### config.mk
export PLATFORM = sky130hd
export DESIGN_NAME = cfi_lp_ctrl
export DESIGN_NICKNAME = d
export VERILOG_FILES = /design/src/rtl/cfi_lp_ctrl.sv
export SDC_FILE = /design/constraint.sdc
export NUM_CORES = 1
export LEC_CHECK = 0
export BUFFER_PORTS_ARGS = -buffer_cell sky130_fd_sc_hd__buf_2
export CAP_MARGIN = 0
export CORE_AREA = 2 2 96 98
export CTS_BUF_LIST = sky130_fd_sc_hd__clkbuf_2
export CTS_CLUSTER_SIZE = 28
export DETAILED_ROUTE_END_ITERATION = 8
export DIE_AREA = 0 0 98 100
export PLACE_DENSITY = 0.58
export SYNTH_ARGS = -nofsm -noshare
export SYNTH_HDL_FRONTEND = slang
export SYNTH_SLANG_ARGS = --single-unit
### constraint.sdc
create_clock -name clk_i -period 1.8 [get_ports clk_i]
set_input_delay 0.18 -clock clk_i [delete_from_list [all_inputs] [get_ports clk_i]]
set_output_delay 0.18 -clock clk_i [all_outputs]
set_load 0.01 [all_outputs]
### src/rtl/cfi_lp_ctrl.sv
`default_nettype none
// ============================================================================
// Module  : cfi_lp_ctrl
// Brief   : Forward-edge CFI landing-pad (Zicfilp) ELP tracker at commit.
// Revision: 1.0 - initial release
// ============================================================================
module cfi_lp_ctrl #(
    parameter int XLEN  = 64,
    parameter int CNT_W = 16
) (
    input  logic             clk_i,
    input  logic             rst_i,
    input  logic             lp_en_i,
    input  logic             commit_valid_i,
    input  logic [31:0]      commit_instr_i,
    input  logic             commit_compressed_i,
    input  logic [XLEN-1:0]  commit_pc_i,
    input  logic [XLEN-1:0]  x7_i,
    input  logic             trap_i,
    input  logic             xret_i,
    input  logic             xpelp_i,
    output logic             elp_o,
    output logic             sw_check_valid_o,
    output logic [XLEN-1:0]  sw_check_tval_o,
    output logic [CNT_W-1:0] viol_cnt_o
);

    typedef enum logic [0:0] {
        NO_LP_EXPECTED = 1'b0,
        LP_EXPECTED    = 1'b1
    } lp_state_t;

    localparam logic [6:0]      C_OP_JALR  = 7'b1100111;
    localparam logic [6:0]      C_OP_AUIPC = 7'b0010111;
    localparam logic [XLEN-1:0] C_TVAL_LP  = XLEN'(2);

    lp_state_t        r_state;
    lp_state_t        w_state_nxt;
    logic             w_viol;
    logic [CNT_W-1:0] r_viol_cnt;

    logic [6:0]  w_opcode;
    logic [4:0]  w_rs1;
    logic [4:0]  w_rd;
    logic [19:0] w_label;
    logic        w_is_ind_jump;
    logic        w_is_lpad;
    logic        w_lpad_ok;

    assign w_opcode = commit_instr_i[6:0];
    assign w_rd     = commit_instr_i[11:7];
    assign w_rs1    = commit_instr_i[19:15];
    assign w_label  = commit_instr_i[31:12];

    // Jumps through x1/x5/x7 are returns or software-guarded calls; they never arm ELP.
    assign w_is_ind_jump = (w_opcode == C_OP_JALR) && (commit_instr_i[14:12] == 3'b000) &&
                           (w_rs1 != 5'd1) && (w_rs1 != 5'd5) && (w_rs1 != 5'd7);
    assign w_is_lpad     = (w_opcode == C_OP_AUIPC) && (w_rd == 5'd0) && !commit_compressed_i;
    assign w_lpad_ok     = w_is_lpad && (commit_pc_i[1:0] == 2'b00) &&
                           ((w_label == 20'd0) || (w_label == x7_i[31:12]));

    always_comb begin
        w_state_nxt = r_state;
        w_viol      = 1'b0;
        if (trap_i) begin
            w_state_nxt = NO_LP_EXPECTED;
        end else if (xret_i) begin
            w_state_nxt = xpelp_i ? LP_EXPECTED : NO_LP_EXPECTED;
        end else if (commit_valid_i) begin
            case (r_state)
                NO_LP_EXPECTED: begin
                    if (lp_en_i && w_is_ind_jump)
                        w_state_nxt = LP_EXPECTED;
                end
                LP_EXPECTED: begin
                    if (!lp_en_i)
                        w_state_nxt = NO_LP_EXPECTED;
                    else if (w_lpad_ok)
                        w_state_nxt = NO_LP_EXPECTED;
                    else
                        w_viol = 1'b1; // ELP held; the ensuing trap clears it
                end
                default: w_state_nxt = NO_LP_EXPECTED;
            endcase
        end
    end

    always_ff @(posedge clk_i or posedge rst_i) begin
        if (rst_i) begin
            r_state    <= NO_LP_EXPECTED;
            r_viol_cnt <= '0;
        end else begin
            r_state <= w_state_nxt;
            if (w_viol && (r_viol_cnt != {CNT_W{1'b1}}))
                r_viol_cnt <= r_viol_cnt + CNT_W'(1);
        end
    end

    assign elp_o            = (r_state == LP_EXPECTED);
    assign sw_check_valid_o = w_viol;
    assign sw_check_tval_o  = w_viol ? C_TVAL_LP : '0;
    assign viol_cnt_o       = r_viol_cnt;

    logic w_unused;
    assign w_unused = &{1'b0, commit_pc_i[XLEN-1:2], x7_i[XLEN-1:32], x7_i[11:0]};

endmodule
`default_nettype wire
==> out/metrics.csv, run 1 <==
metric,value,unit
outcome,finished clean,
n_antenna_cell,0,
wl_per_cell,10.4,um
grt_pass1_wl,6160,um
area_growth,30.4,%
min_period_over_period,95.7,%
die_area,9800,um2
drt-pass1-iter-count,4,
clock_sinks,17,
ys_seq_area_share,24.0,%
drv_cap,0,
period_needed,1720,ps
layout_common_cells,"buf_2 (76), conb_1 (63), xnor2_1 (34), buf_4 (24), dfrtp_1 (17)",
ir_drop,0.000134,V
place.gp.congestion,0.790,
vias,1514,
grt.overflow.total,0,
r2r-start,viol_cnt_o[1]$_DFFE_PP0P_,
routed_wl,4240,um
clkTransAtPathRegs,180,ps
htree_levels,1,
cts-root-buf,clkbuf_2,
maxSlewHeadroom,55.7,%
rrSetupSlack,110,ps
setup_slack,77.6,ps
ys_ff_latch,17,
ios,250,
tightest_slew,664,ps
grt_max_degree,18,
synth.avg_cell_area,9.28,um2
critPathMaxFanout,8,
startpoint_type,input pin,
antenna_found_initial,0,
p_leak,1.16,nW
worstSkewPairLatency,330,ps
cts_tree,built,
drive_gt1_share,43.1,%
dieWidth,98,um
syn_inst,191,
final_util,26.0,%
port_buffers,80,
synthesis.area,1770,um2
r2r_end,viol_cnt_o[13]$_DFFE_PP0P_,
r2r_cells,7,
critPathArrivalTime,1540,ps
cts_made_buffers,3,
startpoint,commit_instr_i[24],
drv_slew,0,
grt_util_all_layers,7.86,%
skew,16.1,ps
max_freq,0.581,GHz
core,8890,um2
grt_setup_unrepaired,true,
fp.dieH,100,um
powerDensity,389,nW/um2
setup_violations,0,
drtIter0Drc,29,
synth_cell_types,38,
start_util,19.9,%
final_hold_viol_count,0,
layout_commonest_cell,buf_2,
fin_tns_setup,0,ps
endpoint,sw_check_tval_o[1],
grt_pass1_vias,1287,
endpoint_kind,output port,
rows,35,
clockBufferDepth,2,
drcViolationCount,0,
required,1620,ps
final_net_count,467,
hold_path_class,in2reg,
drtAntennaViolNets,0,
place_hpwl,3720,um
worstSetupPathType,in2out,
via_per_inst,3.71,
stdcell_count,408,
placedCellCount,397,
yosysWarnings,0,
post-place-ws,-112,ps
[worst max-delay path, stage by stage]
cell	delay [ps]
buf_8	100
nor4_4	250
buf_4	140
nand4_1	160
o311ai_2	340
a21oi_2	100
buf_6	160
buf_6	110
[final cells by class]
class | count | area, um2
Clock buffer | 4 | 20.0
Fill cell | 987 | 6580
Inverter | 2 | 7.51
Multi-Input combinational cell | 168 | 1090
Sequential cell | 17 | 425
Tap cell | 111 | 139
Timing Repair Buffer | 106 | 631
[per-layer routing]
layer / vias up / global-route usage, % / wire, um
met3: 5 / 0.975 / 360
met2: 92 / 15.0 / 2240
li1: 743 / - / -
met1: 674 / 9.24 / 1570
met5: - / 0 / 0
met4: 0 / 2.24 / 66
[where the power goes]
group	internal, mW	total, mW	switching (mW)
sequential	0.395	0.405	0.0102
combinational	0.136	0.302	0.167
clock	0.0588	0.192	0.134
total	0.589	0.900	0.310
[state kept, by name, summed over array words and instances, names as in the netlist]
| name | cells |
|---|---|
| elp_o | 1 |
| viol_cnt_o | 16 |
[timing repair]
action | 4_1_cts | 5_1_grt
hold buffers | 1 | 0
endpoints found under the hold margin | 17 | 0
pin swaps | 1 | 4
resized for setup | 1 | 8
endpoints found under the setup margin | 2 | 3
buffers inserted | 0 | 6
cloned | 0 | 0
[synth_stat cells, drive strengths merged]
| master | number | share of area (%) |
|---|---|---|
| buf | 66 | 28 |
| xnor2 | 34 | 17 |
| dfrtp | 17 | 24 |
| nand4 | 13 | 4.9 |
| nand2 | 10 | 2.1 |
| nand3 | 9 | 4.9 |
| and3 | 5 | 2.0 |
| nor3 | 5 | 1.7 |
| nor4 | 4 | 1.8 |
| and4 | 3 | 1.8 |
| nor2 | 3 | 0.64 |
| a21oi | 2 | 0.78 |
| a31oi | 2 | 0.71 |
| inv | 2 | 0.42 |
| mux2 | 2 | 1.3 |
| nor3b | 2 | 1.5 |
| o21ai | 2 | 0.56 |
| and2 | 1 | 0.35 |
| and4b | 1 | 0.56 |
| and4bb | 1 | 0.71 |
| conb | 1 | 0.21 |
| ha | 1 | 0.71 |
| nand2b | 1 | 0.35 |
| nand4b | 1 | 0.49 |
| nor4b | 1 | 0.85 |
| nor4bb | 1 | 0.56 |
| o311ai | 1 | 0.92 |
[worst min path at each step]
| stage | from | to | slack, ps | depth (start not counted) |
|---|---|---|---|---|
| final | xpelp_i | elp_o$_DFFE_PP0P_ | 70 | 3 |
| after global routing | xpelp_i | elp_o$_DFFE_PP0P_ | 70 | 3 |
| after CTS | xpelp_i | elp_o$_DFFE_PP0P_ | 90 | 3 |
| after detailed placement | rst_i | viol_cnt_o[1]$_DFFE_PP0P_ | 330 | 2 |
| after global placement | rst_i | viol_cnt_o[1]$_DFFE_PP0P_ | 320 | 2 |
| after floorplan | rst_i | elp_o$_DFFE_PP0P_ | 110 | 1 |
[cells by family after synthesis]
family | after synthesis | share of synthesized area (%)
buffers and inverters | 68 | 28.8
AND/OR/NAND/NOR | 61 | 25.3
XOR/XNOR | 34 | 16.8
flip-flops | 17 | 24.0
AO/OA/AOI/OAI | 7 | 2.96
multiplexers | 2 | 1.27
adder cells (fa/ha/maj) | 1 | 0.706
other | 1 | 0.212
[metrics by stage]
stage | instance area (um2) | hold WS, ps | power [mW]
6_report | 2310 | 73.3 | 0.900
5_1_grt | 2310 | 74.1 | 0.958
4_1_cts | 2220 | 85.6 | 0.902
3_5_place_dp | 2180 | 334 | 0.707
3_3_place_gp | 2180 | 320 | 0.701
2_1_floorplan | 2010 | 106 | 0.662
(Power assumes the default switching activity.)
==> inputs of run 2 (changes only) <==
--- a/config.mk
+++ b/config.mk
@@ -12,7 +12,7 @@
 export CTS_CLUSTER_SIZE = 28
 export DETAILED_ROUTE_END_ITERATION = 8
 export DIE_AREA = 0 0 98 100
-export PLACE_DENSITY = 0.58
+export MAX_ROUTING_LAYER = met4
 export SYNTH_ARGS = -nofsm -noshare
 export SYNTH_HDL_FRONTEND = slang
 export SYNTH_SLANG_ARGS = --single-unit
==> run 2 against run 1 <==
  * Core utilization fell by 1.2 points
  * Count of clock-buffer cells in the layout is the same
  * Clock skew decreased by 7.8 ps
  * Routed wire length grew 4.5%
  * Design area is 4.5% lower
  * Critical path type is now reg2reg
  * Die area did not move
  * Sequential share of layout area is 0.92 points higher
  * Sequential cell count did not move
  * Clock power about the same
  * Highest routed layer unchanged
  * Maximum frequency is 1.5% lower
  * Register-to-register slack got worse by 60 ps
==> out/metrics.csv, run 2 (synthesis results as in run 1) <==
metric,value,unit,change
startpoint_type,flop,,
setup_slack,50.8,ps,-26.8 ps
cts_made_buffers,3,,unchanged
outcome,finished clean,,
grt_util_all_layers,8.88,%,+1.0 points
r2r-start,viol_cnt_o[1]$_DFFE_PP0P_,,
min_period_over_period,97.2,%,+1.5 points
holdCritStartpoint,xpelp_i,,
die_area,9800,um2,unchanged
stdcell_count,399,,-2.2%
cts-root-buf,clkbuf_2,,
p_total,0.892,mW,-0.86%
cts_tree,built,,
critPathMaxFanout,5,,-3
routed_wl,4430,um,+4.5%
area_growth,24.6,%,
port_buffers,80,,unchanged
required,2020,ps,+400 ps
n_antenna_cell,0,,unchanged
clkTransAtPathRegs,180,ps,about the same
drcViolationCount,0,,unchanged
start_util,19.9,%,unchanged
fin_hold_ws,102,ps,+29.1 ps
drt-pass1-iter-count,3,,-1
startpoint,viol_cnt_o[1]$_DFFE_PP0P_,,
rows,35,,unchanged
layout_common_cells,"buf_2 (80), conb_1 (63), xnor2_1 (34), dfrtp_1 (16), buf_4 (15)",,
worstSkewPairLatency,310,ps,-20 ps
final_hold_viol_count,0,,unchanged
clockBufferDepth,2,,unchanged
grt.overflow.total,0,,unchanged
ir_drop,0.000124,V,-8.0%
drtIter0Drc,19,,-34%
ios,250,,unchanged
dieWidth,98,um,unchanged
clock_sinks,17,,unchanged
maxSlewHeadroom,53.8,%,-1.9 points
n_fill_cell,1011,,+2.4%
hold_path_class,in2reg,,
post-place-ws,-141,ps,-28.8 ps
place_hpwl,3920,um,+5.5%
grt_max_degree,18,,unchanged
antenna_found_initial,0,,unchanged
endpoint_kind,flop,,
largest_register_ffs,16,,unchanged
grt_pass1_vias,1409,,+9.5%
drive_gt1_share,41.7,%,-1.4 points
skew,8.32,ps,-7.82 ps
max_freq,0.572,GHz,-1.5%
via_per_inst,3.82,,+3.1%
grt_pass1_wl,6710,um,+8.8%
fp.dieH,100,um,unchanged
drv_slew,0,,unchanged
wl_per_cell,11.1,um,+6.9%
drv_cap,0,,unchanged
vias,1526,,+0.79%
layout_commonest_cell,buf_2,,
core,8890,um2,unchanged
fin_tns_setup,0,ps,unchanged
worstSetupPathType,reg2reg,,
p_leak,1.10,nW,-5.0%
period_needed,1750,ps,+26.8 ps
htree_levels,1,,unchanged
place.gp.congestion,0.791,,+0.15%
drtAntennaViolNets,0,,unchanged
critPathArrivalTime,1970,ps,+430 ps
powerDensity,404,nW/um2,+3.8%
rrSetupSlack,50,ps,-60 ps
setup_violations,0,,unchanged
placedCellCount,394,,-0.76%
final_net_count,458,,-1.9%
tightest_slew,692,ps,+28.4 ps
## run 2: cell types whose count changed in the layout (fill, tap and decap cells not counted)
cell,before,now
buf_8,1,0
nor4_4,1,0
buf_6,4,1
nor4_2,1,2
buf_4,24,15
dfrtp_1,17,16
buf_2,76,80
dfrtp_2,0,1
## run 2: stage by stage
step | utilization [%] | instance area, um2
after global routing | 24.8 | 2210
after floorplan | - | 2010
after global placement | 24.3 | 2160
final | 24.8 | 2210
after detailed placement | 24.3 | 2160
after CTS | 24.8 | 2200
## run 2: path summary, 6_finish.rpt
| kind | cells past startpoint | to |
|---|---|---|
| worst max-delay path | 6 | viol_cnt_o[15]$_DFFE_PP0P_ |
| worst max register to register | 6 | viol_cnt_o[15]$_DFFE_PP0P_ |
| worst min register to register | 1 | viol_cnt_o[14]$_DFFE_PP0P_ |
| min in group asynchronous | 3 | viol_cnt_o[1]$_DFFE_PP0P_ |
| max in group asynchronous | 3 | elp_o$_DFFE_PP0P_ |
| worst min-delay path | 3 | elp_o$_DFFE_PP0P_ |
## run 2: what timing repair did
action	CTS	global route
pin swaps	1	3
hold endpoints to repair	17	0
endpoints found under the setup margin	2	2
hold buffers	1	0
gates resized for setup	2	2
buffers inserted	0	0
## run 2: area by class of cell
cell class | instances | area [um2] | area share [%]
flip-flops and latches | 17 | 427 | 19.3
well taps | 111 | 139 | 6.29
inverters | 2 | 7.51 | 0.340
repair buffers | 97 | 534 | 24.2
clock buffers | 4 | 20.0 | 0.907
multi-input cells | 168 | 1080 | 49.0
## run 2: metal layers
metal / global-route usage (%) / share of wire [%] / vias to the layer above
met4: 2.99 / 2.5 / 0
li1: - / - / 730
met2: 16.5 / 52 / 95
met1: 9.79 / 37 / 692
met3: 1.18 / 8.1 / 9
met5: - / 0 / -
## run 2: power breakdown
part / total (mW) / internal, mW / switching (mW)
combinational: 0.296 / 0.129 / 0.167
clock: 0.191 / 0.0589 / 0.132
sequential: 0.405 / 0.395 / 0.00963
total: 0.892 / 0.584 / 0.308
## run 2: worst max-delay path, stage by stage, from the launching register on
cell and delay (ps):
dfrtp_1 450, ha_1 250, and3_4 220, nand3_4 90
nor3b_4 330, nand3_1 160, xnor2_1 150
